==> config.mk <==
export PLATFORM = sky130hd
export DESIGN_NAME = nmea_zda_decoder_flat
export DESIGN_NICKNAME = d
export VERILOG_FILES = /design/src/rtl/nmea_zda_decoder_if.sv /design/src/rtl/nmea_zda_decoder.sv /design/src/flat_wrapper.sv
export SDC_FILE = /design/constraint.sdc
export NUM_CORES = 1
export LEC_CHECK = 0
export CAP_MARGIN = 20
export CORE_ASPECT_RATIO = 0.6
export CORE_MARGIN = 2
export CORE_UTILIZATION = 45
export CTS_CLUSTER_SIZE = 28
export DETAILED_ROUTE_END_ITERATION = 10
export MAX_ROUTING_LAYER = met4
export PLACE_DENSITY_LB_ADDON = 0.1
export SLEW_MARGIN = 30
export SYNTH_ARGS = -nofsm -noshare
export SYNTH_HDL_FRONTEND = slang
export SYNTH_SLANG_ARGS = --single-unit
==> constraint.sdc <==
create_clock -name clk -period 6.25 [get_ports clk]
set_input_delay 1.875 -clock clk [delete_from_list [all_inputs] [get_ports clk]]
set_output_delay 1.875 -clock clk [all_outputs]
set_load 0.01 [all_outputs]
==> src/rtl/nmea_zda_decoder_if.sv <==
// Byte stream carrying received UART characters into the ZDA decoder.
//   in_tdata  : received character
//   in_tvalid : one-cycle strobe, in_tdata valid
// master drives the stream, slave (the decoder) consumes it.
interface nmea_zda_decoder_if;
    logic [7:0] in_tdata;
    logic       in_tvalid;

    modport master (output in_tdata, output in_tvalid);
    modport slave  (input  in_tdata, input  in_tvalid);
endinterface

==> src/rtl/nmea_zda_decoder.sv <==
// Streaming NMEA ZDA decoder. Parses "$ttZDA,hhmmss[.ss],dd,mm,yyyy,zh,zm*CC",
// checks field formats, ranges and the XOR checksum, then commits the decoded
// time/date atomically with a one-cycle time_valid pulse.
// Ports:
//   clk, rst        : clock, synchronous active-high reset
//   in_bus          : character stream (in_tdata / in_tvalid)
//   time_valid      : one-cycle pulse, new time committed
//   hour..year      : last committed time/date (binary)
//   csum_err_cnt    : saturating count of checksum failures
//   fmt_err_cnt     : saturating count of format/range/length failures
//   busy            : sentence parse in progress
module nmea_zda_decoder #(
    parameter bit ACCEPT_ANY_TALKER = 1'b1,
    parameter bit CHECK_CSUM        = 1'b1,
    parameter int MAX_LEN           = 82,
    parameter int ERR_CNT_W         = 16
) (
    input  logic                 clk,
    input  logic                 rst,
    nmea_zda_decoder_if.slave    in_bus,
    output logic                 time_valid,
    output logic [4:0]           hour,
    output logic [5:0]           minute,
    output logic [5:0]           second,
    output logic [6:0]           centisec,
    output logic [4:0]           day,
    output logic [3:0]           month,
    output logic [11:0]          year,
    output logic [ERR_CNT_W-1:0] csum_err_cnt,
    output logic [ERR_CNT_W-1:0] fmt_err_cnt,
    output logic                 busy
);
    localparam int LEN_W = $clog2(MAX_LEN + 2);
    localparam logic [LEN_W-1:0] MAX_LEN_L = LEN_W'(MAX_LEN);

    typedef enum logic [2:0] {IDLE, HDR, FIELDS, CSUM_HI, CSUM_LO} state_t;

    state_t           state, state_n;
    logic [LEN_W-1:0] len, len_n, len_inc;
    logic [7:0]       xsum, xsum_n;
    logic [2:0]       fld, fld_n;
    logic [2:0]       dcnt, dcnt_n;
    logic             dot, dot_n;
    logic [1:0]       frac, frac_n;
    logic [3:0]       csum_hi, csum_hi_n;
    logic [4:0]       sh_hour, sh_hour_n;
    logic [5:0]       sh_minute, sh_minute_n;
    logic [5:0]       sh_second, sh_second_n;
    logic [6:0]       sh_centisec, sh_centisec_n;
    logic [4:0]       sh_day, sh_day_n;
    logic [3:0]       sh_month, sh_month_n;
    logic [11:0]      sh_year, sh_year_n;
    logic             fmt_fail, csum_fail, commit, bad;
    logic [7:0]       ch;
    logic [3:0]       dig;

    assign ch   = in_bus.in_tdata;
    assign dig  = ch[3:0];
    assign busy = (state != IDLE);

    function automatic logic is_digit(input logic [7:0] c);
        return (c >= "0") && (c <= "9");
    endfunction

    function automatic logic is_hex(input logic [7:0] c);
        return is_digit(c) || ((c >= "A") && (c <= "F")) || ((c >= "a") && (c <= "f"));
    endfunction

    // 'A'/'a' have low nibble 1, so letters map to nibble + 9.
    function automatic logic [3:0] hex_val(input logic [7:0] c);
        return (c <= "9") ? c[3:0] : c[3:0] + 4'd9;
    endfunction

    // Wide multiply-accumulate; callers truncate to their port width.
    function automatic logic [15:0] mac10(input logic [15:0] acc, input logic [3:0] d);
        return acc * 16'd10 + {12'd0, d};
    endfunction

    function automatic logic hdr_ok(input logic [2:0] pos, input logic [7:0] c);
        case (pos)
            3'd0:    return ACCEPT_ANY_TALKER ? ((c >= "A") && (c <= "Z")) : (c == "G");
            3'd1:    return ACCEPT_ANY_TALKER ? ((c >= "A") && (c <= "Z")) : (c == "P");
            3'd2:    return c == "Z";
            3'd3:    return c == "D";
            3'd4:    return c == "A";
            3'd5:    return c == ",";
            default: return 1'b0;
        endcase
    endfunction

    // Integer digits required in each checked field (time, day, month, year).
    function automatic logic [2:0] field_need(input logic [2:0] f);
        case (f)
            3'd0:    return 3'd6;
            3'd1:    return 3'd2;
            3'd2:    return 3'd2;
            3'd3:    return 3'd4;
            default: return 3'd0;
        endcase
    endfunction

    function automatic logic range_ok(input logic [4:0] h, input logic [5:0] mi,
                                      input logic [5:0] s, input logic [6:0] cs,
                                      input logic [4:0] d, input logic [3:0] mo);
        return (h <= 5'd23) && (mi <= 6'd59) && (s <= 6'd60) && (cs <= 7'd99) &&
               (d != 5'd0) && (mo != 4'd0) && (mo <= 4'd12);
    endfunction

    always_comb begin
        state_n       = state;
        len_n         = len;
        xsum_n        = xsum;
        fld_n         = fld;
        dcnt_n        = dcnt;
        dot_n         = dot;
        frac_n        = frac;
        csum_hi_n     = csum_hi;
        sh_hour_n     = sh_hour;
        sh_minute_n   = sh_minute;
        sh_second_n   = sh_second;
        sh_centisec_n = sh_centisec;
        sh_day_n      = sh_day;
        sh_month_n    = sh_month;
        sh_year_n     = sh_year;
        fmt_fail      = 1'b0;
        csum_fail     = 1'b0;
        commit        = 1'b0;
        bad           = 1'b0;
        len_inc       = len + LEN_W'(1);
        if (in_bus.in_tvalid) begin
            if (ch == "$") begin
                // Start of sentence restarts everything; an interrupted body is a format error.
                state_n       = HDR;
                len_n         = '0;
                xsum_n        = '0;
                fld_n         = '0;
                dcnt_n        = '0;
                dot_n         = 1'b0;
                frac_n        = '0;
                csum_hi_n     = '0;
                sh_hour_n     = '0;
                sh_minute_n   = '0;
                sh_second_n   = '0;
                sh_centisec_n = '0;
                sh_day_n      = '0;
                sh_month_n    = '0;
                sh_year_n     = '0;
                fmt_fail      = (state == FIELDS) || (state == CSUM_HI) || (state == CSUM_LO);
            end else if (state != IDLE) begin
                len_n = len_inc;
                if (len_inc > MAX_LEN_L) begin
                    fmt_fail = (state != HDR);
                    state_n  = IDLE;
                end else begin
                    case (state)
                        HDR: begin
                            xsum_n = xsum ^ ch;
                            // Foreign talkers/sentence types are dropped silently.
                            if (!hdr_ok(len[2:0], ch))  state_n = IDLE;
                            else if (len[2:0] == 3'd5)  state_n = FIELDS;
                        end
                        FIELDS: begin
                            if (ch == "*") begin
                                if (fld == 3'd5) state_n = CSUM_HI;
                                else             bad = 1'b1;
                            end else begin
                                xsum_n = xsum ^ ch;
                                if (ch == ",") begin
                                    if (fld == 3'd5 || (fld < 3'd4 && dcnt != field_need(fld))) begin
                                        bad = 1'b1;
                                    end else begin
                                        fld_n  = fld + 3'd1;
                                        dcnt_n = '0;
                                    end
                                end else if (fld >= 3'd4) begin
                                    // Local zone fields: content ignored.
                                end else if (fld == 3'd0 && ch == ".") begin
                                    if (dot || dcnt != 3'd6) bad = 1'b1;
                                    else                     dot_n = 1'b1;
                                end else if (!is_digit(ch)) begin
                                    bad = 1'b1;
                                end else if (fld == 3'd0 && dot) begin
                                    // Fraction is weighted by position so a lone digit means tenths.
                                    if (frac == 2'd2) begin
                                        bad = 1'b1;
                                    end else begin
                                        frac_n = frac + 2'd1;
                                        if (frac == 2'd0) sh_centisec_n = 7'(mac10({12'd0, dig}, 4'd0));
                                        else              sh_centisec_n = sh_centisec + {3'd0, dig};
                                    end
                                end else if (dcnt == field_need(fld)) begin
                                    bad = 1'b1;
                                end else begin
                                    dcnt_n = dcnt + 3'd1;
                                    case (fld)
                                        3'd0: begin
                                            if (dcnt < 3'd2)      sh_hour_n   = 5'(mac10({11'd0, sh_hour}, dig));
                                            else if (dcnt < 3'd4) sh_minute_n = 6'(mac10({10'd0, sh_minute}, dig));
                                            else                  sh_second_n = 6'(mac10({10'd0, sh_second}, dig));
                                        end
                                        3'd1:    sh_day_n   = 5'(mac10({11'd0, sh_day}, dig));
                                        3'd2:    sh_month_n = 4'(mac10({12'd0, sh_month}, dig));
                                        default: sh_year_n  = 12'(mac10({4'd0, sh_year}, dig));
                                    endcase
                                end
                            end
                        end
                        CSUM_HI: begin
                            if (!is_hex(ch)) begin
                                bad = 1'b1;
                            end else begin
                                csum_hi_n = hex_val(ch);
                                state_n   = CSUM_LO;
                            end
                        end
                        CSUM_LO: begin
                            state_n = IDLE;
                            if (!is_hex(ch) || !range_ok(sh_hour, sh_minute, sh_second,
                                                         sh_centisec, sh_day, sh_month))
                                fmt_fail = 1'b1;
                            else if (CHECK_CSUM && ({csum_hi, hex_val(ch)} != xsum))
                                csum_fail = 1'b1;
                            else
                                commit = 1'b1;
                        end
                        default: ;
                    endcase
                    if (bad) begin
                        fmt_fail = 1'b1;
                        state_n  = IDLE;
                    end
                end
            end
        end
    end

    // Control and committed outputs
    always_ff @(posedge clk) begin
        if (rst) begin
            state        <= IDLE;
            time_valid   <= 1'b0;
            hour         <= '0;
            minute       <= '0;
            second       <= '0;
            centisec     <= '0;
            day          <= '0;
            month        <= '0;
            year         <= '0;
            csum_err_cnt <= '0;
            fmt_err_cnt  <= '0;
        end else begin
            state      <= state_n;
            time_valid <= commit;
            if (commit) begin
                hour     <= sh_hour;
                minute   <= sh_minute;
                second   <= sh_second;
                centisec <= sh_centisec;
                day      <= sh_day;
                month    <= sh_month;
                year     <= sh_year;
            end
            if (csum_fail && csum_err_cnt != '1) csum_err_cnt <= csum_err_cnt + ERR_CNT_W'(1);
            if (fmt_fail && fmt_err_cnt != '1)   fmt_err_cnt  <= fmt_err_cnt + ERR_CNT_W'(1);
        end
    end

    // Parse context and shadow registers; all re-initialised on every '$'
    always_ff @(posedge clk) begin
        len         <= len_n;
        xsum        <= xsum_n;
        fld         <= fld_n;
        dcnt        <= dcnt_n;
        dot         <= dot_n;
        frac        <= frac_n;
        csum_hi     <= csum_hi_n;
        sh_hour     <= sh_hour_n;
        sh_minute   <= sh_minute_n;
        sh_second   <= sh_second_n;
        sh_centisec <= sh_centisec_n;
        sh_day      <= sh_day_n;
        sh_month    <= sh_month_n;
        sh_year     <= sh_year_n;
    end
endmodule

==> src/flat_wrapper.sv <==
// flat-port wrapper written by rule: the top's interface ports become plain ports
module nmea_zda_decoder_flat 
#(
    parameter bit ACCEPT_ANY_TALKER = 1'b1,
    parameter bit CHECK_CSUM        = 1'b1,
    parameter int MAX_LEN           = 82,
    parameter int ERR_CNT_W         = 16
)
  (clk, rst, time_valid, hour, minute, second, centisec, day, month, year, csum_err_cnt, fmt_err_cnt, busy, in_bus_in_tdata, in_bus_in_tvalid);
  nmea_zda_decoder_if in_bus_i ();
  input  logic clk;
  input  logic rst;
  output logic time_valid;
  output logic [4:0] hour;
  output logic [5:0] minute;
  output logic [5:0] second;
  output logic [6:0] centisec;
  output logic [4:0] day;
  output logic [3:0] month;
  output logic [11:0] year;
  output logic [ERR_CNT_W-1:0] csum_err_cnt;
  output logic [ERR_CNT_W-1:0] fmt_err_cnt;
  output logic busy;
  input wire logic [$bits(in_bus_i.in_tdata)-1:0] in_bus_in_tdata;
  input wire logic [$bits(in_bus_i.in_tvalid)-1:0] in_bus_in_tvalid;
  assign in_bus_i.in_tdata = in_bus_in_tdata;
  assign in_bus_i.in_tvalid = in_bus_in_tvalid;
  nmea_zda_decoder #(.ACCEPT_ANY_TALKER(ACCEPT_ANY_TALKER), .CHECK_CSUM(CHECK_CSUM), .MAX_LEN(MAX_LEN), .ERR_CNT_W(ERR_CNT_W)) u_core (.clk(clk), .rst(rst), .in_bus(in_bus_i), .time_valid(time_valid), .hour(hour), .minute(minute), .second(second), .centisec(centisec), .day(day), .month(month), .year(year), .csum_err_cnt(csum_err_cnt), .fmt_err_cnt(fmt_err_cnt), .busy(busy));
endmodule
======== Yosys cells after proc, flatten, opt, wreduce, memory -nomap -nowiden ========
Index checks and enable logic that the tools add are counted.
word-level totals
  register bits ........................... 154
  bits in latches ......................... 0
  RAM bits ................................ 0
  ROM bits ................................ 0
  input bits .............................. 11
  output and inout bits ................... 79
  word-level logic and storage cells ...... 378
  memories ................................ 0
operators by class
  add/sub/neg operators ................... 14
  multipliers ............................. 7
  divide/modulo/power cells ............... 0
  order comparisons ....................... 17
  equality and inequality tests ........... 51
  shifts and indexed selects .............. 0
  muxes and demuxes ....................... 200
  bitwise gates (word level) .............. 1
  reductions and logical operators ........ 63
operators with widths
  operator                 number
  $mux W6                  26
  $mux W12                 11
  $mux W3                  44
  $mux W5                  23
  $mux W7                  12
  $mux W4                  16
  $mux W1                  50
  $reduce_and A12 Y1       3
  $add A16 B1 Y16 const B  2
  $eq A8 B6 Y1 const B     4
  $ne A16 B16 Y1 const B   2
  $reduce_and A14 Y1       2
  $ne A2 B1 Y1 const B     13
  $reduce_bool A2 Y1       13
  $eq A8 B7 Y1 const B     3
  $le A8 B7 Y1 const B     3
  $mux W8                  3
  $reduce_and A11 Y1       2
  $mux W2                  10
  $eq A3 B2 Y1 const B     6
  $ge A8 B7 Y1 const B     2
  $pmux W8 S2              1
  $logic_and A1 B1 Y1      15
  $ne A3 B1 Y1 const B     5
  other kinds (54)         82

======== Logic depth before layout (Yosys ltp) ========
  depth after elaboration ................. 33
  depth in mapped cells ................... 13
  depth with buffers taken out ............ 12

======== Worst setup path after synthesis ========
Ideal clock, no wire load.
  path kind ............................... input -> register
  from .................................... in in_bus_in_tdata[1]
  to ...................................... reg u_core.sh_year[0], enable pin
  arrival time ............................ 4633 ps
  required time ........................... 5870 ps
  path slack .............................. 1236 ps
  stages .................................. 11
  cell sequence ........................... clkbuf_1 -> inv_1 -> ha_1 -> nand2_1 -> nor4_2 -> o21ai_0 -> inv_1 -> o21ai_0 -> or3_1 -> nand2b_1 -> nor2_1
between the ends
  longest elaborated chain between the ends .. 4
ends and longest elaborated chain
  what                                                                        RTL line                                         source
  start: declaration                                                          flat_wrapper.sv:24                               input wire logic [$bits(in_bus_i.in_tdata)-1:0] in_bus_in_tdata;
  $ge A8 B6 Y1 (tied with other cells)                                        nmea_zda_decoder.sv:62                           return (c >= "0") && (c <= "9");
  $logic_and A1 B1 Y1, on equally long branches                               nmea_zda_decoder.sv:62, nmea_zda_decoder.sv:177
  $reduce_bool A2 Y1 (no source line) / $ne A2 B1 Y1 (equally long branches)  --
  $reduce_and A12 Y1 (no source line) *                                       --
  end signal: assignment                                                      nmea_zda_decoder.sv:283                          sh_year <= sh_year_n;
  end: declaration                                                            nmea_zda_decoder.sv:52                           logic [11:0] sh_year, sh_year_n;
Mark *: on every way between the ends. The rest lies on a longest branch, timed or not.
A chain may end at the register's enable or synchronous reset.

======== Worst setup path in the final report ========
  from .................................... in in_bus_in_tdata[0]
  to ...................................... reg u_core.csum_err_cnt[7]
between the ends
  longest elaborated chain between the ends .. 13
ends and longest elaborated chain
  what                                                   RTL line                 source
  branches (longest 10 deep; another with $le A8 B6 Y1)  --
  $mux W1 *                                              nmea_zda_decoder.sv:131  if (ch == "$") begin
  $mux W1 *                                              nmea_zda_decoder.sv:130  if (in_bus.in_tvalid) begin
  $logic_and A1 B1 Y1 *                                  nmea_zda_decoder.sv:263  if (csum_fail && csum_err_cnt != '1) csum_err_cnt <= csum_err_cnt + ERR_CNT_W'(1);
  end signal: assignment                                 nmea_zda_decoder.sv:263
  end: declaration                                       nmea_zda_decoder.sv:29   output logic [ERR_CNT_W-1:0] csum_err_cnt,
Mark *: on every way between the ends.

==> flow_summary.json <==
{
  "area_growth_syn_to_layout_pct": 19.2,
  "grt_start_max_net_pins": 103,
  "nFillCells": 1835,
  "die_area_um2": 21300,
  "ir_drop_v": 0.000182,
  "r2r-start": "u_core.fld[2]",
  "slew_viol_final": 0,
  "p_total_w": 0.00217,
  "ant_nets": 0,
  "die_w_um": 187,
  "synth_top_cell_by_area": "edfxtp_1",
  "ios": 90,
  "track_usage_pct": 21.6,
  "clock-root-buffer": "clkbuf_16",
  "drt_first_pass_iters": 5,
  "crit_path_start_kind": "input pin",
  "whs_ns": 0.449,
  "grt_pass1_vias": 6512,
  "drt-initial-drc-count": 443,
  "critical-path-max-stage-delay_ns": 0.65,
  "antenna_cells": 0,
  "min_path_cells": 2,
  "die_y_um": 114,
  "drv_cap": 0,
  "synth_cells": 970,
  "crit_path_end_kind": "flip-flop",
  "ys.warnings.count": 0,
  "routed_wl_um": 21600,
  "whs_endpoint": "u_core.year[6]",
  "fin_worst_skew_ns": 0.00883,
  "cts_buffer_depth": 2,
  "postPlaceCellArea_um2": 10200,
  "cp_max_fo": 9,
  "grt_pass1_wl_um": 35300,
  "syn_area_um2": 9050,
  "initial_core_util_pct": 45.6,
  "period_share_pct": 79.6,
  "finalHoldViolCount": 0,
  "powerDensity_nw_per_um2": 201,
  "viasPerCell": 5.38,
  "drc": 0,
  "tritoncts": "done",
  "hold_buffers": 0,
  "multiInputGateArea_um2": 4900,
  "antenna_found_initial": 0,
  "tightest_slew_ns": 0.906,
  "fin_area_um2": 10800,
  "cts_inserted_buffers": 17,
  "wl_per_cell_um": 16.2,
  "max_freq_mhz": 201,
  "worstPathArrival_ns": 5.30,
  "total_leakage_power_nw": 3.93,
  "yosysMostFrequentCell": "nand2_1",
  "core-area_um2": 19900,
  "rsz0062_at_grt": "no",
  "syn_area_per_cell_um2": 9.33,
  "seq_area_um2": 3810,
  "synth_common_cells": "121 x nand2_1, 106 x nor2_1, 89 x a21oi_1",
  "holdCritStartpoint": "u_core.year[6]",
  "nNetsFinal": 1136,
  "post-route-util_pct": 54.3,
  "syn_nets": 1057,
  "cts_sinks": 154,
  "cts_resized": 0,
  "num_rows": 40,
  "ys_async_sr_fraction_pct": 0,
  "min_path_type": "flip-flop to flip-flop",
  "path_clk_slew_ns": 0.06,
  "vias": 7171,
  "synth.distinct_cells": 77,
  "setup_viol": 0,
  "ys_seq_area_share_pct": 42.1,
  "post-cts-setup-buffers": 0,
  "drive_gt1_share_pct": 6.88,
  "rr_worst_depth": 9,
  "slowest_stage": "a2111oi_1",
  "io_buffers": 89,
  "fin_setup_tns_ns": 0,
  "status": "finished, final reports clean",
  "ys.flop_type": "dfxtp_1",
  "synth_top_area_share_pct": 24.2,
  "dp_hpwl_um": 15300,
  "ys_seq_elements": 154,
  "grt.overflow.total": 0,
  "clock_latency_ns": 0.43,
  "layout_min_cycle_time_ns": 4.97,
  "gp_congestion": 0.816,
  "synth-edff-count": 73,
  "relSlewSlack_pct": 39.2,
  "critPathRequiredTime_ns": 6.58,
  "h-tree-depth": 4,
  "synthTopCellsByArea": "edfxtp_1 24%, dfxtp_1 18%, ha_1 9.3%, nand2_1 5.0%, a21oi_1 4.9%",
  "crit_type": "input pin to flip-flop",
  "worstPathCellList": "clkdlybuf4s50_1, buf_4, ha_1, o21bai_4, a2111oi_1, or3_2, and4_4, or4b_1, nor2_1, mux2_2",
  "r2r_setup_slack_ns": 2.75,
  "reg2reg_to": "u_core.fmt_err_cnt[6]"
}
[per-layer routing]
metal	global-route usage, %	share of wire (%)
met1	32.8	54
met2	28.9	40
met3	4.03	5.4
met4	6.24	0.90
met5	-	0
[report_power, final]
group | switching, W | leakage [nW] | total [W] | internal, W
clock network | 0.000424 | 0.280 | 0.00101 | 0.000582
registers | 0.000000107 | 1.31 | 0.00105 | 0.00105
logic | 0.0000644 | 2.34 | 0.000107 | 0.0000425
total | 0.000488 | 3.93 | 0.00217 | 0.00168
[per-stage QoR]
step	setup WS [ns]	cells
2_1_floorplan	1.24	970
3_3_place_gp	0.922	1303
3_5_place_dp	0.873	1303
4_1_cts	1.31	1334
5_1_grt	0.994	1334
6_report	1.28	1334
[how the worst max path moves through the flow]
stage | from | to
floorplan | in_bus_in_tdata[1] | u_core.sh_year[0]
finish | in_bus_in_tdata[0] | u_core.csum_err_cnt[7]
CTS | in_bus_in_tdata[0] | u_core.sh_minute[3]
detailed placement | in_bus_in_tdata[0] | u_core.sh_minute[4]
global placement | in_bus_in_tdata[0] | u_core.csum_err_cnt[7]
global route | in_bus_in_tdata[0] | u_core.sh_minute[0]
[registers in the layout, summed over array words and instances, names as in the netlist, 4 cells and up]
register and count:
u_core.year 12, u_core.centisec 7, u_core.sh_year 12, u_core.xsum 8, u_core.sh_centisec 7, u_core.sh_minute 6
u_core.month 4, u_core.csum_err_cnt 16, u_core.sh_hour 5, u_core.day 5, u_core.len 7, u_core.sh_second 6
u_core.csum_hi 4, u_core.sh_month 4, u_core.minute 6, u_core.sh_day 5, u_core.fmt_err_cnt 16, u_core.hour 5
u_core.second 6
[cells in the final DEF (no fill, tap or decap), types with 12 or more instances in the layout]
cell	n
nand2_1	121
nor2_1	106
a21oi_1	89
clkdlybuf4s50_1	88
dfxtp_1	81
edfxtp_1	73
ha_1	67
xnor2_1	47
inv_1	41
nor2b_1	29
o21ai_0	20
nand3_1	20
nor3_1	19
clkbuf_16	18
nand2b_1	16
nand4_1	15
and2_1	14
buf_4	14
xor2_1	12
[final cells by class]
type	instances	share of cell area (%)
clock buffer	22	4.41
clock inverter	9	0.812
inverter	42	1.46
multi-input combinational	730	45.4
sequential	154	35.3
tap	273	3.17
timing repair buffer	104	9.43
[critical path, delay by kind of cell]
family | cells | cell delay [ns]
muxes | 1 | 0.34
buffers and inverters | 2 | 0.69
AOI/OAI and AO/OA | 2 | 0.74
and+or+nand+nor | 4 | 1.32
adders and majority gates | 1 | 0.33
[kinds of logic after synthesis]
family | share of synthesized area, %
AND/OR/NAND/NOR | 22.0
AO/OA/AOI/OAI | 12.2
flip-flops | 42.1
buffers and inverters | 3.94
adder cells (fa/ha/maj) | 11.2
XOR/XNOR | 5.96
multiplexers | 2.54
(Power assumes the default switching activity.)
